--- config.mk ---
export PLATFORM = sky130hd
export DESIGN_NAME = scaler_line_reader
export DESIGN_NICKNAME = d
export VERILOG_FILES = /design/src/rtl/scaler_line_reader.sv
export SDC_FILE = /design/constraint.sdc
export NUM_CORES = 1
export LEC_CHECK = 0
export BUFFER_PORTS_ARGS = -buffer_cell sky130_fd_sc_hd__buf_2
export CORE_MARGIN = 1.5
export CORE_UTILIZATION = 45
export CTS_BUF_LIST = sky130_fd_sc_hd__clkbuf_4 sky130_fd_sc_hd__clkbuf_8 sky130_fd_sc_hd__clkbuf_16
export DETAILED_ROUTE_END_ITERATION = 6
export PLACE_DENSITY = 0.7
export SLEW_MARGIN = 20
export SYNTH_ARGS = -nofsm -noshare
export SYNTH_HDL_FRONTEND = slang
export SYNTH_SLANG_ARGS = --single-unit
--- constraint.sdc ---
create_clock -name rd_clk -period 5.2 [get_ports rd_clk]
set_input_delay 1.04 -clock rd_clk [delete_from_list [all_inputs] [get_ports rd_clk]]
set_output_delay 1.04 -clock rd_clk [all_outputs]
set_load 0.005 [all_outputs]
--- src/rtl/scaler_line_reader.sv ---
// Read-side controller for the scaler line RAM: walks one source line at a fixed-point
// step and streams nearest-neighbour pixels. Define SCALER_LINE_READER_OUTREG_EN for a RAM with output register (LAT=2).
module scaler_line_reader #(
    parameter int ADDR_WIDTH = 12,
    parameter int DATA_WIDTH = 8,
    parameter int STEP_FRAC  = 8
) (
    input  logic                   rd_clk,
    input  logic                   rd_rst,
    input  logic                   start,
    input  logic [ADDR_WIDTH-1:0]  base_addr,
    input  logic [ADDR_WIDTH:0]    src_len,
    input  logic [ADDR_WIDTH:0]    out_len,
    input  logic [STEP_FRAC+3:0]   step,
    output logic                   busy,
    output logic                   done,
    output logic [ADDR_WIDTH-1:0]  ram_rd_addr,
    output logic                   ram_rd_en,
    input  logic [DATA_WIDTH-1:0]  ram_rd_data,
    output logic [DATA_WIDTH-1:0]  pix_data,
    output logic                   pix_valid,
    input  logic                   pix_ready,
    output logic                   pix_last
);

`ifdef SCALER_LINE_READER_OUTREG_EN
    localparam int LAT = 2;
`else
    localparam int LAT = 1;
`endif
    localparam int DEPTH = LAT + 1;
    localparam int ACC_W = ADDR_WIDTH + STEP_FRAC + 1;
    localparam int CW    = $clog2(DEPTH + 1);
    localparam int PW    = $clog2(DEPTH);
    localparam logic [ADDR_WIDTH:0] ONE = (ADDR_WIDTH+1)'(1);

    typedef enum logic [1:0] {IDLE, RUN, DRAIN, FIN} state_t;

    state_t                  state_reg;
    logic [ADDR_WIDTH-1:0]   base_reg;
    logic [ADDR_WIDTH:0]     src_len_reg;
    logic [ADDR_WIDTH:0]     out_len_reg;
    logic [ADDR_WIDTH:0]     issued_reg;
    logic [STEP_FRAC+3:0]    step_reg;
    logic [ACC_W-1:0]        acc_reg;
    logic                    busy_reg;
    logic                    done_reg;
    logic [ADDR_WIDTH-1:0]   rd_addr_reg;

    // Stage 0 is the read strobe itself; stage LAT lines up with ram_rd_data.
    logic [LAT:0]            pipe_v_reg;
    logic [LAT:0]            pipe_l_reg;

    logic [DATA_WIDTH-1:0]   fifo_data_reg [DEPTH];
    logic                    fifo_last_reg [DEPTH];
    logic [PW-1:0]           rd_ptr_reg;
    logic [PW-1:0]           wr_ptr_reg;
    logic [CW-1:0]           fifo_cnt_reg;

    logic                    fifo_empty;
    logic                    ret_v;
    logic                    ret_l;
    logic                    beat;
    logic                    push;
    logic                    pop;
    logic [CW:0]             in_flight;
    logic [CW:0]             occupancy;
    logic                    credit_ok;
    logic [ADDR_WIDTH:0]     idx_raw;
    logic [ADDR_WIDTH:0]     idx_max;
    logic [ADDR_WIDTH-1:0]   idx_sat;
    logic [ACC_W:0]          acc_sum;
    logic [ACC_W-1:0]        acc_next;
    logic                    issue;
    logic                    issue_last;
    logic [ADDR_WIDTH-1:0]   issue_addr;

    assign fifo_empty = (fifo_cnt_reg == '0);
    assign ret_v      = pipe_v_reg[LAT];
    assign ret_l      = pipe_l_reg[LAT];
    assign beat       = pix_valid && pix_ready;
    // Returning data bypasses an empty FIFO when downstream can take it directly.
    assign push       = ret_v && !(fifo_empty && pix_ready);
    assign pop        = !fifo_empty && pix_ready;

    always_comb begin
        in_flight = '0;
        for (int i = 0; i <= LAT; i++) begin
            in_flight = in_flight + {{CW{1'b0}}, pipe_v_reg[i]};
        end
    end

    // A beat leaving this cycle frees its slot in time for the next issued read.
    assign occupancy = in_flight + {1'b0, fifo_cnt_reg} - {{CW{1'b0}}, beat};
    assign credit_ok = (occupancy < (CW+1)'(DEPTH));

    assign idx_raw  = acc_reg[ACC_W-1:STEP_FRAC];
    assign idx_max  = src_len_reg - ONE;
    assign idx_sat  = (idx_raw > idx_max) ? idx_max[ADDR_WIDTH-1:0] : idx_raw[ADDR_WIDTH-1:0];
    assign acc_sum  = {1'b0, acc_reg} + (ACC_W+1)'(step_reg);
    assign acc_next = acc_sum[ACC_W] ? {ACC_W{1'b1}} : acc_sum[ACC_W-1:0];

    always_comb begin
        issue      = 1'b0;
        issue_last = 1'b0;
        issue_addr = rd_addr_reg;
        if (state_reg == IDLE && start && out_len != '0) begin
            issue      = 1'b1;
            issue_last = (out_len == ONE);
            issue_addr = base_addr;
        end else if (state_reg == RUN && issued_reg != out_len_reg && credit_ok) begin
            issue      = 1'b1;
            issue_last = (issued_reg == out_len_reg - ONE);
            issue_addr = base_reg + idx_sat;
        end
    end

    always_ff @(posedge rd_clk) begin
        if (rd_rst) begin
            state_reg   <= IDLE;
            base_reg    <= '0;
            src_len_reg <= '0;
            out_len_reg <= '0;
            issued_reg  <= '0;
            step_reg    <= '0;
            acc_reg     <= '0;
            busy_reg    <= 1'b0;
            done_reg    <= 1'b0;
            rd_addr_reg <= '0;
            pipe_v_reg  <= '0;
            pipe_l_reg  <= '0;
        end else begin
            done_reg   <= 1'b0;
            pipe_v_reg <= {pipe_v_reg[LAT-1:0], issue};
            pipe_l_reg <= {pipe_l_reg[LAT-1:0], issue_last};
            if (issue) begin
                rd_addr_reg <= issue_addr;
            end
            case (state_reg)
                IDLE: begin
                    if (start) begin
                        base_reg    <= base_addr;
                        src_len_reg <= src_len;
                        out_len_reg <= out_len;
                        step_reg    <= step;
                        busy_reg    <= 1'b1;
                        if (out_len == '0) begin
                            acc_reg    <= '0;
                            issued_reg <= '0;
                            state_reg  <= FIN;
                        end else begin
                            // The first read (index 0) goes out with the start itself.
                            acc_reg    <= ACC_W'(step);
                            issued_reg <= ONE;
                            state_reg  <= RUN;
                        end
                    end
                end
                RUN: begin
                    if (issue) begin
                        acc_reg    <= acc_next;
                        issued_reg <= issued_reg + ONE;
                    end
                    if (issued_reg == out_len_reg) begin
                        state_reg <= DRAIN;
                    end
                end
                DRAIN: begin
                    if (beat && pix_last) begin
                        done_reg  <= 1'b1;
                        busy_reg  <= 1'b0;
                        state_reg <= IDLE;
                    end else if (in_flight == '0 && fifo_empty) begin
                        state_reg <= FIN;
                    end
                end
                FIN: begin
                    done_reg  <= 1'b1;
                    busy_reg  <= 1'b0;
                    state_reg <= IDLE;
                end
                default: state_reg <= IDLE;
            endcase
        end
    end

    always_ff @(posedge rd_clk) begin
        if (rd_rst) begin
            rd_ptr_reg   <= '0;
            wr_ptr_reg   <= '0;
            fifo_cnt_reg <= '0;
        end else begin
            if (push) begin
                wr_ptr_reg <= (wr_ptr_reg == PW'(DEPTH-1)) ? '0 : wr_ptr_reg + PW'(1);
            end
            if (pop) begin
                rd_ptr_reg <= (rd_ptr_reg == PW'(DEPTH-1)) ? '0 : rd_ptr_reg + PW'(1);
            end
            case ({push, pop})
                2'b10:   fifo_cnt_reg <= fifo_cnt_reg + CW'(1);
                2'b01:   fifo_cnt_reg <= fifo_cnt_reg - CW'(1);
                default: fifo_cnt_reg <= fifo_cnt_reg;
            endcase
        end
    end

    always_ff @(posedge rd_clk) begin
        if (push) begin
            fifo_data_reg[wr_ptr_reg] <= ram_rd_data;
            fifo_last_reg[wr_ptr_reg] <= ret_l;
        end
    end

    always_comb begin
        pix_valid = !fifo_empty || ret_v;
        pix_data  = '0;
        pix_last  = 1'b0;
        if (!fifo_empty) begin
            pix_data = fifo_data_reg[rd_ptr_reg];
            pix_last = fifo_last_reg[rd_ptr_reg];
        end else if (ret_v) begin
            pix_data = ram_rd_data;
            pix_last = ret_l;
        end
    end

    assign busy        = busy_reg;
    assign done        = done_reg;
    assign ram_rd_en   = pipe_v_reg[0];
    assign ram_rd_addr = rd_addr_reg;

endmodule

# Yosys cells after proc, flatten, opt, wreduce, memory -nomap -nowiden
# Memory sizes are Yosys's and may differ from the RTL's. A register that Yosys moved wholly into a read port is not among the register bits.
# Index checks and enable logic that the tools add are counted.
# W data, S select, Z words.
# totals
regBits,108
ram_bits,18
in_bits,62
output_inout_bits,25
word_cells,112
memories,2
# classes
addsub,12
n_lt_le_gt_ge,2
n_eq_ne,14
mux,40
n_reduce_logical,27
# mem_list
name,words,width,rd,rd_ports_with_merged_regs,wr,line,source
fifo_data_reg,2,8,1,1,1,54,logic [DATA_WIDTH-1:0] fifo_data_reg [DEPTH];
fifo_last_reg,2,1,1,1,1,55,logic fifo_last_reg [DEPTH];
# op_table
op,count
$mux W21,3
$mux W12,4
$pmux W21 S2,1
$eq A13 B13 Y1,2
$mux W13,2
$pmux W13 S2,1
$sub A13 B1 Y13 const B,2
$add A21 B12 Y22,1
$mux W1,18
$mux W8,2
$add A13 B1 Y13 const B,1
$eq A13 B1 Y1 const B,1
$gt A13 B13 Y1,1
$logic_not A13 Y1,1
$ne A13 B13 Y1,1
$reduce_bool A13 Y1,1
$add A12 B12 Y12,1
$logic_and A1 B1 Y1,10
$mux W2,5
$reduce_and A3 Y1,3
$pmux W2 S4,1
$eq A2 B2 Y1 const B,3
$ne A2 B2 Y1 const B,3
$reduce_bool A2 Y1,3
other kinds (19),24

# Longest topological paths before layout
# Gate-level depths: netlist of run 1.
# depth
word_depth,11
mapped_depth,22

# Least setup slack after synthesis of run 1
# OpenSTA, ideal clock, no wires.
# synth_timing
path_type,register to register
start,reg src_len_reg[2]
end,"reg rd_addr_reg[8], in the netlist ram_rd_addr[8]"
arrival_time_ns,5.068
required_time_ns,5.097
setup_slack_ns,0.029
path_stages_with_launch,20
path_buffers,1
path_cell_list,dfxtp_1 nor4_1 nand3b_1 or4_1 and2_1 ha_1 nand4_1 a311o_1 a31oi_1 clkbuf_1 a21oi_1 ha_1 fa_1 a21o_1 a21oi_1 o21bai_1 a2111oi_0 nor2_1 xnor2_1 a2111oi_2
# synth_via
elab_chain_len,6
# synth_lines
item,line,source
"start, declared",41,logic [ADDR_WIDTH:0] src_len_reg;
"start signal, assigned",143,src_len_reg <= src_len;
$sub A13 B1 Y13 *,98,assign idx_max = src_len_reg - ONE;
$gt A13 B13 Y1,99,assign idx_sat = (idx_raw > idx_max) ? idx_max[ADDR_WIDTH-1:0] : idx_raw[ADDR_WIDTH-1:0];
$mux W12 *,99,
$add A12 B12 Y12 *,114,issue_addr = base_reg + idx_sat;
$mux W12 *,111,end else if (state_reg == RUN && issued_reg != out_len_reg && credit_ok) begin
$mux W12 *,107,if (state_reg == IDLE && start && out_len != '0) begin
"end signal, assigned",137,rd_addr_reg <= issue_addr;
"end, declared",48,logic [ADDR_WIDTH-1:0] rd_addr_reg;
# Mark *: on every way between the ends. The rest lies on a longest branch, timed or not. The select of a mux whose other input is x is not followed.
# A chain may end at the register's enable or synchronous reset.

# Worst setup path after layout of run 1
# Same ends and word-level chain as after synthesis.

==> flow_metrics.py, run 1 <==
metrics = {
    "timing": {
        "whs_ps": 449.8,
        "worst_pin_slew_ps": 840.3,
        "final.setup_skew_ps": 8.324,
        "fin_crit_sh_pct": 94.25,
        "finalSetupViolCount": 0,
        "max_slew_margin_pct": 43.77,
        "slew_violations": 0,
        "clock.fmax_mhz": 204.0,
        "final_hold_viol_count": 0,
        "post-route-min-period_ps": 4901,
        "rsz0062_at_grt": "no",
    },
    "yosys": {
        "syn_area_sq_um": 7306,
        "synth_cell_types": 69,
        "postSynthRegisterBits": 127,
        "synth_top_area_share_pct": 29.87,
        "synth_nets": 1003,
        "ys_warn_count": 0,
        "synthArstFlopShare_pct": 0,
        "synthTopCellsByArea": "dfxtp_1, nand2_1, ha_1, a21oi_1, edfxtp_1",
        "synth_edf_count": 18,
        "syn_avg_cell_area_sq_um": 8.172,
        "synth_area_leader_cell": "dfxtp_1",
        "synthCells": 894,
        "ys.flop_type": "dfxtp_1",
        "ys_seq_area_share_pct": 37.27,
    },
    "die": {
        "core-area_sq_um": 15890,
        "io_pins": 87,
        "rows": 46,
        "fp.dieH_microns": 130.4,
        "die_x_microns": 130.4,
        "die-area_sq_um": 17010,
        "initial_utilization_pct": 45.99,
    },
    "finish": {
        "fillerInstances": 1533,
        "nNetsFinal": 1075,
        "final_core_util_pct": 53.84,
        "multi_input_area_sq_um": 4364,
        "final_area_sq_um": 8553,
        "antenna_cells": 0,
        "syn_to_final_growth_pct": 17.07,
        "seq_area_sq_um": 2723,
        "largest_reg_flops": 21,
        "drive_gt1_share_pct": 15.53,
    },
    "critical_path": {
        "crit_type": "flop to flop",
        "slowest_stage": "or4_1",
        "cp-startpoint": "src_len_reg[2]$_SDFFE_PP0P_",
        "max_stage_delay_ps": 520,
        "worstPathRequired_ps": 5520,
        "cp-end-kind": "flop",
        "worst_setup_path_start_kind": "flop",
        "rr_startpoint": "src_len_reg[2]$_SDFFE_PP0P_",
        "critPathBufInv": 0,
        "arrival_ps": 5220,
        "path_cells": "nor4_2 > nand3b_1 > or4_1 > and2_1 > ha_1 > nand4_1 > a311o_1 > a31oi_4 > a21oi_1 > ha_1 > fa_1 > a21o_1 > a21oi_2 > o21bai_1 > a2111oi_2 > nor2_1 > xnor2_1 > a2111oi_2",
        "cp_top_family": "compound AO/OA/AOI/OAI gates",
        "crit_fanout": 7,
    },
    "route": {
        "drt_wl_total_microns": 18020,
        "drc_errors": 0,
        "dr.pass1.iters": 5,
        "wire_per_inst_microns": 15.08,
        "vias_per_cell": 5.484,
        "ant_nets": 0,
        "vias": 6553,
        "drtIter0Drc": 406,
    },
    "global_route": {
        "grt_max_degree": 57,
        "grt_overflow_total": 0,
        "antenna_found_initial": 0,
        "track_usage_pct": 22.05,
        "grt_pass1_vias": 6010,
        "grt_first_pass_wirelength_microns": 29500,
    },
    "clock_tree": {
        "htree_levels": 4,
        "path_clk_slew_ps": 60,
        "clock_latency_ps": 420,
        "clockBufferDepth": 2,
        "cts-root-buf": "clkbuf_16",
        "cts_buffers": 17,
        "cts_tree": "done",
        "cts_sinks": 127,
        "post_cts_buffers": 0,
    },
    "place": {
        "placed_area_sq_um": 7926,
        "port_buffers": 86,
        "gp_congestion": 0.8934,
        "dp_hpwl_microns": 12950,
    },
    "power_and_ir_drop": {
        "p_leak_nw": 3.447,
        "p_per_area_nw_per_um2": 378.5,
        "power.total_mw": 3.238,
        "vdd_drop_max_v": 0.0002657,
    },
    "job": {
        "maxCapViolations": 0,
    },
    "min_path": {
        "hp-class": "flop to flop",
        "min_from": "ram_rd_addr[3]$_SDFFE_PP0N_",
    },
    "outcome": {
        "outcome": "complete, no violations",
    },
}
area by class of cell:
class	instances	share of cell area, %
multi-input combinational	702	51.02
sequential	127	31.83
timing repair buffer	99	6.173
clock buffer	21	5.325
tap	216	3.160
clock inverter	11	1.653
inverter	19	0.8338
final timing paths:
path / to / slack (ps) / cells past startpoint
hold / removal: ram_rd_addr[3]$_SDFFE_PP0N_ / 450 / 2
setup reg to reg: ram_rd_addr[8]$_SDFFE_PP0N_ / 300 / 18
hold reg to reg: ram_rd_addr[3]$_SDFFE_PP0N_ / 450 / 2
setup / recovery: ram_rd_addr[8]$_SDFFE_PP0N_ / 300 / 18
cell usage after synthesis, types with 6 or more instances:
master and count:
inv_1 19, nand2b_1 11, a21o_1 7, a211oi_1 12, a31oi_1 10, a311oi_1 6
nand2_1 158, mux2i_1 13, or3_1 10, edfxtp_1 18, nor3b_1 7, o21ai_0 37
clkbuf_1 34, nor4_1 10, and2_1 6, nor2b_1 6, buf_1 7, a22oi_1 9
and3_1 6, o211ai_1 8, xnor2_1 30, ha_1 44, a21oi_1 108, nor2_1 72
nor3_1 15, nand3_1 30, xor2_1 21, dfxtp_1 109
kinds of logic after synthesis:
family / after synthesis / synth area share, %
adder cells (fa/ha/maj): 47 / 8.358
AO/OA/AOI/OAI: 232 / 19.75
AND/OR/NAND/NOR: 358 / 23.03
multiplexers: 14 / 1.935
flip-flops: 127 / 37.27
XOR/XNOR: 51 / 6.114
buffers and inverters: 65 / 3.545
per-stage QoR:
step | worst slack [ps] | cells | setup TNS (ps)
final | 299.1 | 1195 | 0
after floorplan | 28.90 | 894 | 0
after global routing | 4.304 | 1195 | 0
after detailed placement | -19.39 | 1163 | -19.39
after global placement | 101.7 | 1163 | 0
after CTS | 32.67 | 1195 | 0
routing by layer:
| metal | part of all wire (%) | vias to the layer above | global-route usage, % |
|---|---|---|---|
| met5 | 0 | - | 0 |
| met4 | 1.8 | 0 | 7.886 |
| met3 | 4.4 | 25 | 4.072 |
| met2 | 47 | 145 | 36.47 |
| met1 | 47 | 3041 | 28.92 |
| li1 | - | 3342 | - |
cell usage in the layout (no fill, tap or decap), types with 7 or more instances in the layout:
master	n
nand2b_1	11
o211ai_1	8
xnor2_1	30
nor3_1	14
o21ai_0	37
or3_1	10
a211oi_1	12
inv_1	19
a21oi_1	107
xor2_1	21
nor2_1	72
nand2_1	157
clkbuf_16	17
buf_2	86
mux2i_1	13
dfxtp_1	109
edfxtp_1	18
a21o_1	7
a22oi_1	9
nor4_1	9
ha_1	44
a31oi_1	9
nor3b_1	7
buf_4	13
nand3_1	30
worst register-to-register path: stages, from the launching register on:
cell	delay [ps]
dfxtp_1	320
nor4_2	310
nand3b_1	150
or4_1	520
and2_1	190
ha_1	300
nand4_1	150
a311o_1	340
a31oi_4	230
a21oi_1	110
ha_1	210
fa_1	410
a21o_1	190
a21oi_2	180
o21bai_1	130
a2111oi_2	440
nor2_1	130
xnor2_1	150
a2111oi_2	340
power by group:
group          switching [mW]  internal [mW]  total [mW]  leakage (nW)
Sequential             0.0847           1.09        1.17          1.05
Clock                   0.432          0.770        1.20         0.292
Combinational           0.517          0.346       0.863          2.10
what timing repair did:
action | in CTS | in global routing
gates resized for setup | 1 | 5
hold buffers | 0 | 0
setup endpoints to repair | 1 | 2
(Power assumes the default switching activity.)
==> inputs of run 2 (changes only) <==
==> constraint.sdc (replaced) <==
create_clock -name rd_clk -period 5.2 [get_ports rd_clk]
set_input_delay 0.26 -clock rd_clk [delete_from_list [all_inputs] [get_ports rd_clk]]
set_output_delay 0.26 -clock rd_clk [all_outputs]
set_load 0.005 [all_outputs]
==> run 2 against run 1 <==
Net effect:
- critical path depth unchanged
- combinational power down 0.7%
- via count about the same
- wire length down 1.2%
- largest cell class unchanged
- clock skew up 6.2 ps
- critical endpoint unchanged
- largest power group unchanged
- core utilization up 0.055 points
- clock power up 3%
==> flow_metrics.py, run 2 (synthesized netlist as in run 1, its figures left out) <==
metrics = {
    "power_and_ir_drop": {
        "p_per_area_nw_per_um2": 382.2,
        "vdd_drop_max_v": 0.0002790,
        "combinationalPowerShare_pct": 26.2,
        "switching_power_mw": 1.050,
        "p_leak_nw": 3.435,
        "seq_power_share_pct": 35.8,
        "internal_power_mw": 2.223,
        "pwr-share-clk_pct": 38.0,
        "power.total_mw": 3.273,
        "sw_frac_of_total_pct": 32.07,
    },
    "timing": {
        "slew_violations": 0,
        "setup-tns-final_ps": 0,
        "max_slew_margin_pct": 30.62,
        "final.setup_skew_ps": 14.57,
        "post-route-min-period_ps": 4882,
        "final_hold_viol_count": 0,
        "whs_ps": 47.65,
        "worst_pin_slew_ps": 1037,
        "fin_crit_sh_pct": 93.88,
        "finalSetupViolCount": 0,
        "clock.fmax_mhz": 204.8,
    },
    "critical_path": {
        "worstPathRequired_ps": 5520,
        "crit_fanout": 6,
        "regToRegSetupSlack_ps": 320,
        "arrival_ps": 5200,
        "cp-end-kind": "flop",
        "reg2reg_depth": 18,
        "rr_startpoint": "src_len_reg[3]$_SDFFE_PP0P_",
        "r2r_end": "ram_rd_addr[8]$_SDFFE_PP0N_",
        "crit_type": "flop to flop",
        "endpoint": "ram_rd_addr[8]$_SDFFE_PP0N_",
        "cp-startpoint": "src_len_reg[3]$_SDFFE_PP0P_",
        "worst_setup_path_start_kind": "flop",
    },
    "clock_tree": {
        "clockBufferDepth": 2,
        "clock_latency_ps": 430,
        "path_clk_slew_ps": 60,
        "cts_buffers": 17,
        "cts-root-buf": "clkbuf_16",
        "cts_tree": "done",
        "hold_buffers": 0,
        "cts_sinks": 127,
        "htree_levels": 4,
    },
    "finish": {
        "fillerInstances": 1534,
        "antenna_cells": 0,
        "largest_reg_flops": 21,
        "layout_commonest_cell": "nand2_1",
        "drive_gt1_share_pct": 15.35,
        "syn_to_final_growth_pct": 17.19,
        "final_core_util_pct": 53.90,
        "nNetsFinal": 1073,
        "final_cell_mix": "nand2_1, dfxtp_1, a21oi_1",
    },
    "global_route": {
        "track_usage_pct": 21.96,
        "antenna_found_initial": 0,
        "grt_max_degree": 56,
        "grt_first_pass_wirelength_microns": 29480,
        "grt_overflow_total": 0,
        "grt_pass1_vias": 5951,
    },
    "die": {
        "rows": 46,
        "core-area_sq_um": 15890,
        "die_x_microns": 130.4,
        "initial_utilization_pct": 45.99,
        "io_pins": 87,
        "fp.dieH_microns": 130.4,
        "die-area_sq_um": 17010,
    },
    "job": {
        "maxCapViolations": 0,
    },
    "route": {
        "vias_per_cell": 5.491,
        "ant_nets": 0,
        "drc_errors": 0,
        "wire_per_inst_microns": 14.92,
        "drt_wl_total_microns": 17800,
        "vias": 6551,
        "drtIter0Drc": 361,
        "dr.pass1.iters": 5,
    },
    "place": {
        "port_buffers": 86,
        "gp_congestion": 0.8778,
        "dp_hpwl_microns": 12760,
    },
    "outcome": {
        "outcome": "complete, no violations",
    },
    "min_path": {
        "hp-class": "input port to flop",
    },
}
[run 2: cell types whose count changed in the layout (fill, tap and decap cells not counted), moves of 2 or more]
| cell | before | now |
|---|---|---|
| clkbuf_4 | 4 | 0 |
| clkbuf_8 | 0 | 3 |
| buf_4 | 13 | 11 |
| clkinv_2 | 3 | 1 |
| clkinvlp_4 | 2 | 5 |
[run 2: worst min path at each step]
stage	start	endpoint	slack [ps]	depth (start not counted)
detailed placement	pipe_l_reg[0]$_SDFF_PP0_	pipe_l_reg[1]$_SDFF_PP0_	440	1
CTS	ram_rd_data[3]	fifo_data_reg[1][3]$_DFFE_PP_	30	1
global route	ram_rd_data[3]	fifo_data_reg[0][3]$_DFFE_PP_	30	1
finish	ram_rd_data[1]	fifo_data_reg[1][1]$_DFFE_PP_	50	1
global placement	pipe_l_reg[0]$_SDFF_PP0_	pipe_l_reg[1]$_SDFF_PP0_	430	1
floorplan	ram_rd_data[0]	fifo_data_reg[0][0]$_DFFE_PP_	360	0
[run 2: worst max-delay path: stages, from the launching register on]
cell and delay [ps]:
dfxtp_1 360, nor4_2 330, nand3b_1 160, or4_1 510, and2_1 180, ha_1 310, nand4_1 140, a311o_1 330
a31oi_4 260, a21oi_1 100, ha_1 210, fa_1 420, a21o_1 190, a21oi_2 170, o21bai_1 120, a2111oi_2 360
nor2_1 130, xnor2_1 150, a2111oi_2 340
[run 2: repair_timing]
item,CTS,global route
resized for setup,1,4
cloned,0,0
pin swaps,0,3
setup endpoints to repair,1,3
buffers inserted,0,1
[run 2: stage by stage]
stage	cell area, sq um	worst slack [ps]	cells
after global placement	7904	82.97	1160
after CTS	8531	57.59	1192
after detailed placement	7904	14.52	1160
final	8562	318.0	1193
after floorplan	7306	28.90	894
after global routing	8562	-28.39	1193
[run 2: final cells by class]
type                            count  area, sq um  share of cell area, %
Inverter                           19        71.32                 0.8330
Clock buffer                       20        466.7                  5.451
Sequential cell                   127         2723                  31.80
Timing Repair Buffer               97        513.0                  5.992
Tap cell                          216        270.3                  3.157
Multi-Input combinational cell    702         4359                  50.91
Clock inverter                     12        158.9                  1.856
[run 2: routing by layer]
metal | vias up | wire length, microns | track usage (%)
met5 | - | 0 | 0
met4 | 0 | 224 | 7.111
met3 | 20 | 992 | 5.619
met2 | 162 | 8252 | 35.17
met1 | 3041 | 8329 | 29.07
li1 | 3328 | - | -
[run 2: power by group through the flow]
stage	combinational (mW)	sequential, mW	clock (mW)
after floorplan	0.633	1.16	0
after global placement	0.836	1.19	0
after detailed placement	0.850	1.19	0
after CTS	0.855	1.17	1.26
after global routing	0.970	1.19	1.31
final	0.857	1.17	1.24
==> inputs of run 3 (changes only) <==
--- a/config.mk
+++ b/config.mk
@@ -5,7 +5,7 @@
 export SDC_FILE = /design/constraint.sdc
 export NUM_CORES = 1
 export LEC_CHECK = 0
-export BUFFER_PORTS_ARGS = -buffer_cell sky130_fd_sc_hd__buf_2
+export BUFFER_PORTS_ARGS = -buffer_cell sky130_fd_sc_hd__buf_4
 export CORE_MARGIN = 1.5
 export CORE_UTILIZATION = 45
 export CTS_BUF_LIST = sky130_fd_sc_hd__clkbuf_4 sky130_fd_sc_hd__clkbuf_8 sky130_fd_sc_hd__clkbuf_16
==> run 3 against run 2 <==
Net effect:
- cell count stayed put
- cell area is 2.3% higher
- non-clock buffer count stayed put
- setup slack worse by 39 ps
- sequential share of layout area is 0.72 points lower
- critical path depth stayed put
- register-to-register slack worse by 40 ps
- wire length is 3.5% higher
- critical endpoint unchanged
- largest cell class unchanged
==> flow_metrics.py, run 3 (synthesized netlist as in run 1, its figures left out) <==
metrics = {
    "clock_tree": {
        "cts-root-buf": "clkbuf_16",
        "cts_buffers": 17,
        "path_clk_slew_ps": 60,
        "htree_levels": 4,
        "clockBufferDepth": 2,
        "cts_tree": "done",
        "cts_sinks": 127,
        "clock_latency_ps": 430,
    },
    "min_path": {
        "whs_path_depth": 1,
        "hp-class": "input port to flop",
        "min_from": "ram_rd_data[6]",
    },
    "critical_path": {
        "cp_num_cells": 18,
        "worstPathRequired_ps": 5530,
        "path_cells": "nor4_4 > nand3b_1 > or4_1 > and2_1 > ha_1 > nand4_1 > a311o_1 > a31oi_4 > a21oi_1 > ha_1 > fa_1 > a21o_1 > a21oi_2 > o21bai_1 > a2111oi_2 > nor2_1 > xnor2_1 > a2111oi_2",
        "cp-end-kind": "flop",
        "arrival_ps": 5250,
        "rr_startpoint": "src_len_reg[2]$_SDFFE_PP0P_",
        "crit_fanout": 5,
        "cp-startpoint": "src_len_reg[2]$_SDFFE_PP0P_",
        "worst_setup_path_start_kind": "flop",
        "slowest_stage": "or4_1",
        "regToRegSetupSlack_ps": 280,
        "max_stage_delay_ps": 530,
        "reg2reg_depth": 18,
        "cp_top_family": "compound AO/OA/AOI/OAI gates",
        "crit_type": "flop to flop",
        "critPathBufInv": 0,
    },
    "global_route": {
        "grt_max_degree": 95,
        "antenna_found_initial": 0,
        "track_usage_pct": 22.34,
        "grt_overflow_total": 0,
        "grt_first_pass_wirelength_microns": 29770,
        "grt_pass1_vias": 6084,
    },
    "die": {
        "io_pins": 87,
        "core-area_sq_um": 15890,
        "die_x_microns": 130.4,
        "initial_utilization_pct": 45.99,
        "die-area_sq_um": 17010,
        "fp.dieH_microns": 130.4,
        "rows": 46,
    },
    "timing": {
        "max_slew_margin_pct": 31.27,
        "post-route-min-period_ps": 4921,
        "fin_ws_ps": 278.9,
        "worst_pin_slew_ps": 1031,
        "final_hold_viol_count": 0,
        "clock.fmax_mhz": 203.2,
        "slew_violations": 0,
        "fin_crit_sh_pct": 94.64,
        "finalSetupViolCount": 0,
        "final.setup_skew_ps": 7.926,
    },
    "place": {
        "preCtsSetupSlack_ps": -53.85,
        "port_buffers": 86,
        "placed_area_sq_um": 8119,
        "gp_congestion": 0.8849,
        "dp_hpwl_microns": 12930,
    },
    "route": {
        "drt_wl_total_microns": 18420,
        "ant_nets": 0,
        "drtIter0Drc": 435,
        "dr.pass1.iters": 5,
        "vias": 6587,
        "wire_per_inst_microns": 15.44,
        "vias_per_cell": 5.521,
        "drc_errors": 0,
    },
    "outcome": {
        "outcome": "complete, no violations",
    },
    "finish": {
        "final_area_sq_um": 8761,
        "final_cell_mix": "nand2_1, dfxtp_1, a21oi_1",
        "antenna_cells": 0,
        "layout_commonest_cell": "nand2_1",
        "drive_gt1_share_pct": 15.25,
        "syn_to_final_growth_pct": 19.92,
        "largest_reg_flops": 21,
        "final_core_util_pct": 55.15,
        "nNetsFinal": 1073,
    },
    "power_and_ir_drop": {
        "vdd_drop_max_v": 0.0002699,
        "p_per_area_nw_per_um2": 373.6,
        "power.total_mw": 3.273,
        "p_leak_nw": 3.487,
    },
    "job": {
        "maxCapViolations": 0,
    },
}
## run 3: worst paths after layout
path	to
min reg2reg	pipe_l_reg[1]$_SDFF_PP0_
max	ram_rd_addr[8]$_SDFFE_PP0N_
min	fifo_data_reg[1][6]$_DFFE_PP_
max reg2reg	ram_rd_addr[8]$_SDFFE_PP0N_
## run 3: metal layers
| layer | up-vias | track usage, % | wire length, microns |
|---|---|---|---|
| met3 | 29 | 4.601 | 867 |
| met2 | 147 | 36.19 | 8388 |
| li1 | 3327 | - | - |
| met1 | 3084 | 29.80 | 8842 |
| met5 | - | 0 | 0 |
| met4 | 0 | 7.628 | 318 |
## run 3: stage by stage
stage	hold slack (ps)	setup TNS (ps)	instances
floorplan	358.9	0	894
global placement	427.3	0	1160
detailed placement	441.7	-53.85	1160
CTS	23.15	0	1192
global route	21.61	-24.08	1193
finish	26.39	0	1193
## run 3: cell type report
| class | count | area [sq um] |
|---|---|---|
| flip-flops and latches | 127 | 2723 |
| well taps | 216 | 270.3 |
| repair buffers | 97 | 732.0 |
| fillers | 1511 | 7124 |
| multi-input cells | 702 | 4368 |
| clock inverters | 13 | 138.9 |
| clock buffers | 19 | 457.9 |
| inverters | 19 | 71.32 |
## run 3: where the power goes
part | switching (mW) | internal, mW | total, mW
combinational | 0.524 | 0.377 | 0.901
sequential | 0.0879 | 1.09 | 1.18
clock | 0.460 | 0.737 | 1.20
total | 1.07 | 2.20 | 3.27
## run 3: timing repair
item                       CTS  global route
cloned                       0             0
setup endpoints to repair    1             2
pin swaps                    0             3
hold endpoints to repair     0             0
hold buffers                 0             0
buffers inserted             0             1
resized for setup            1             6
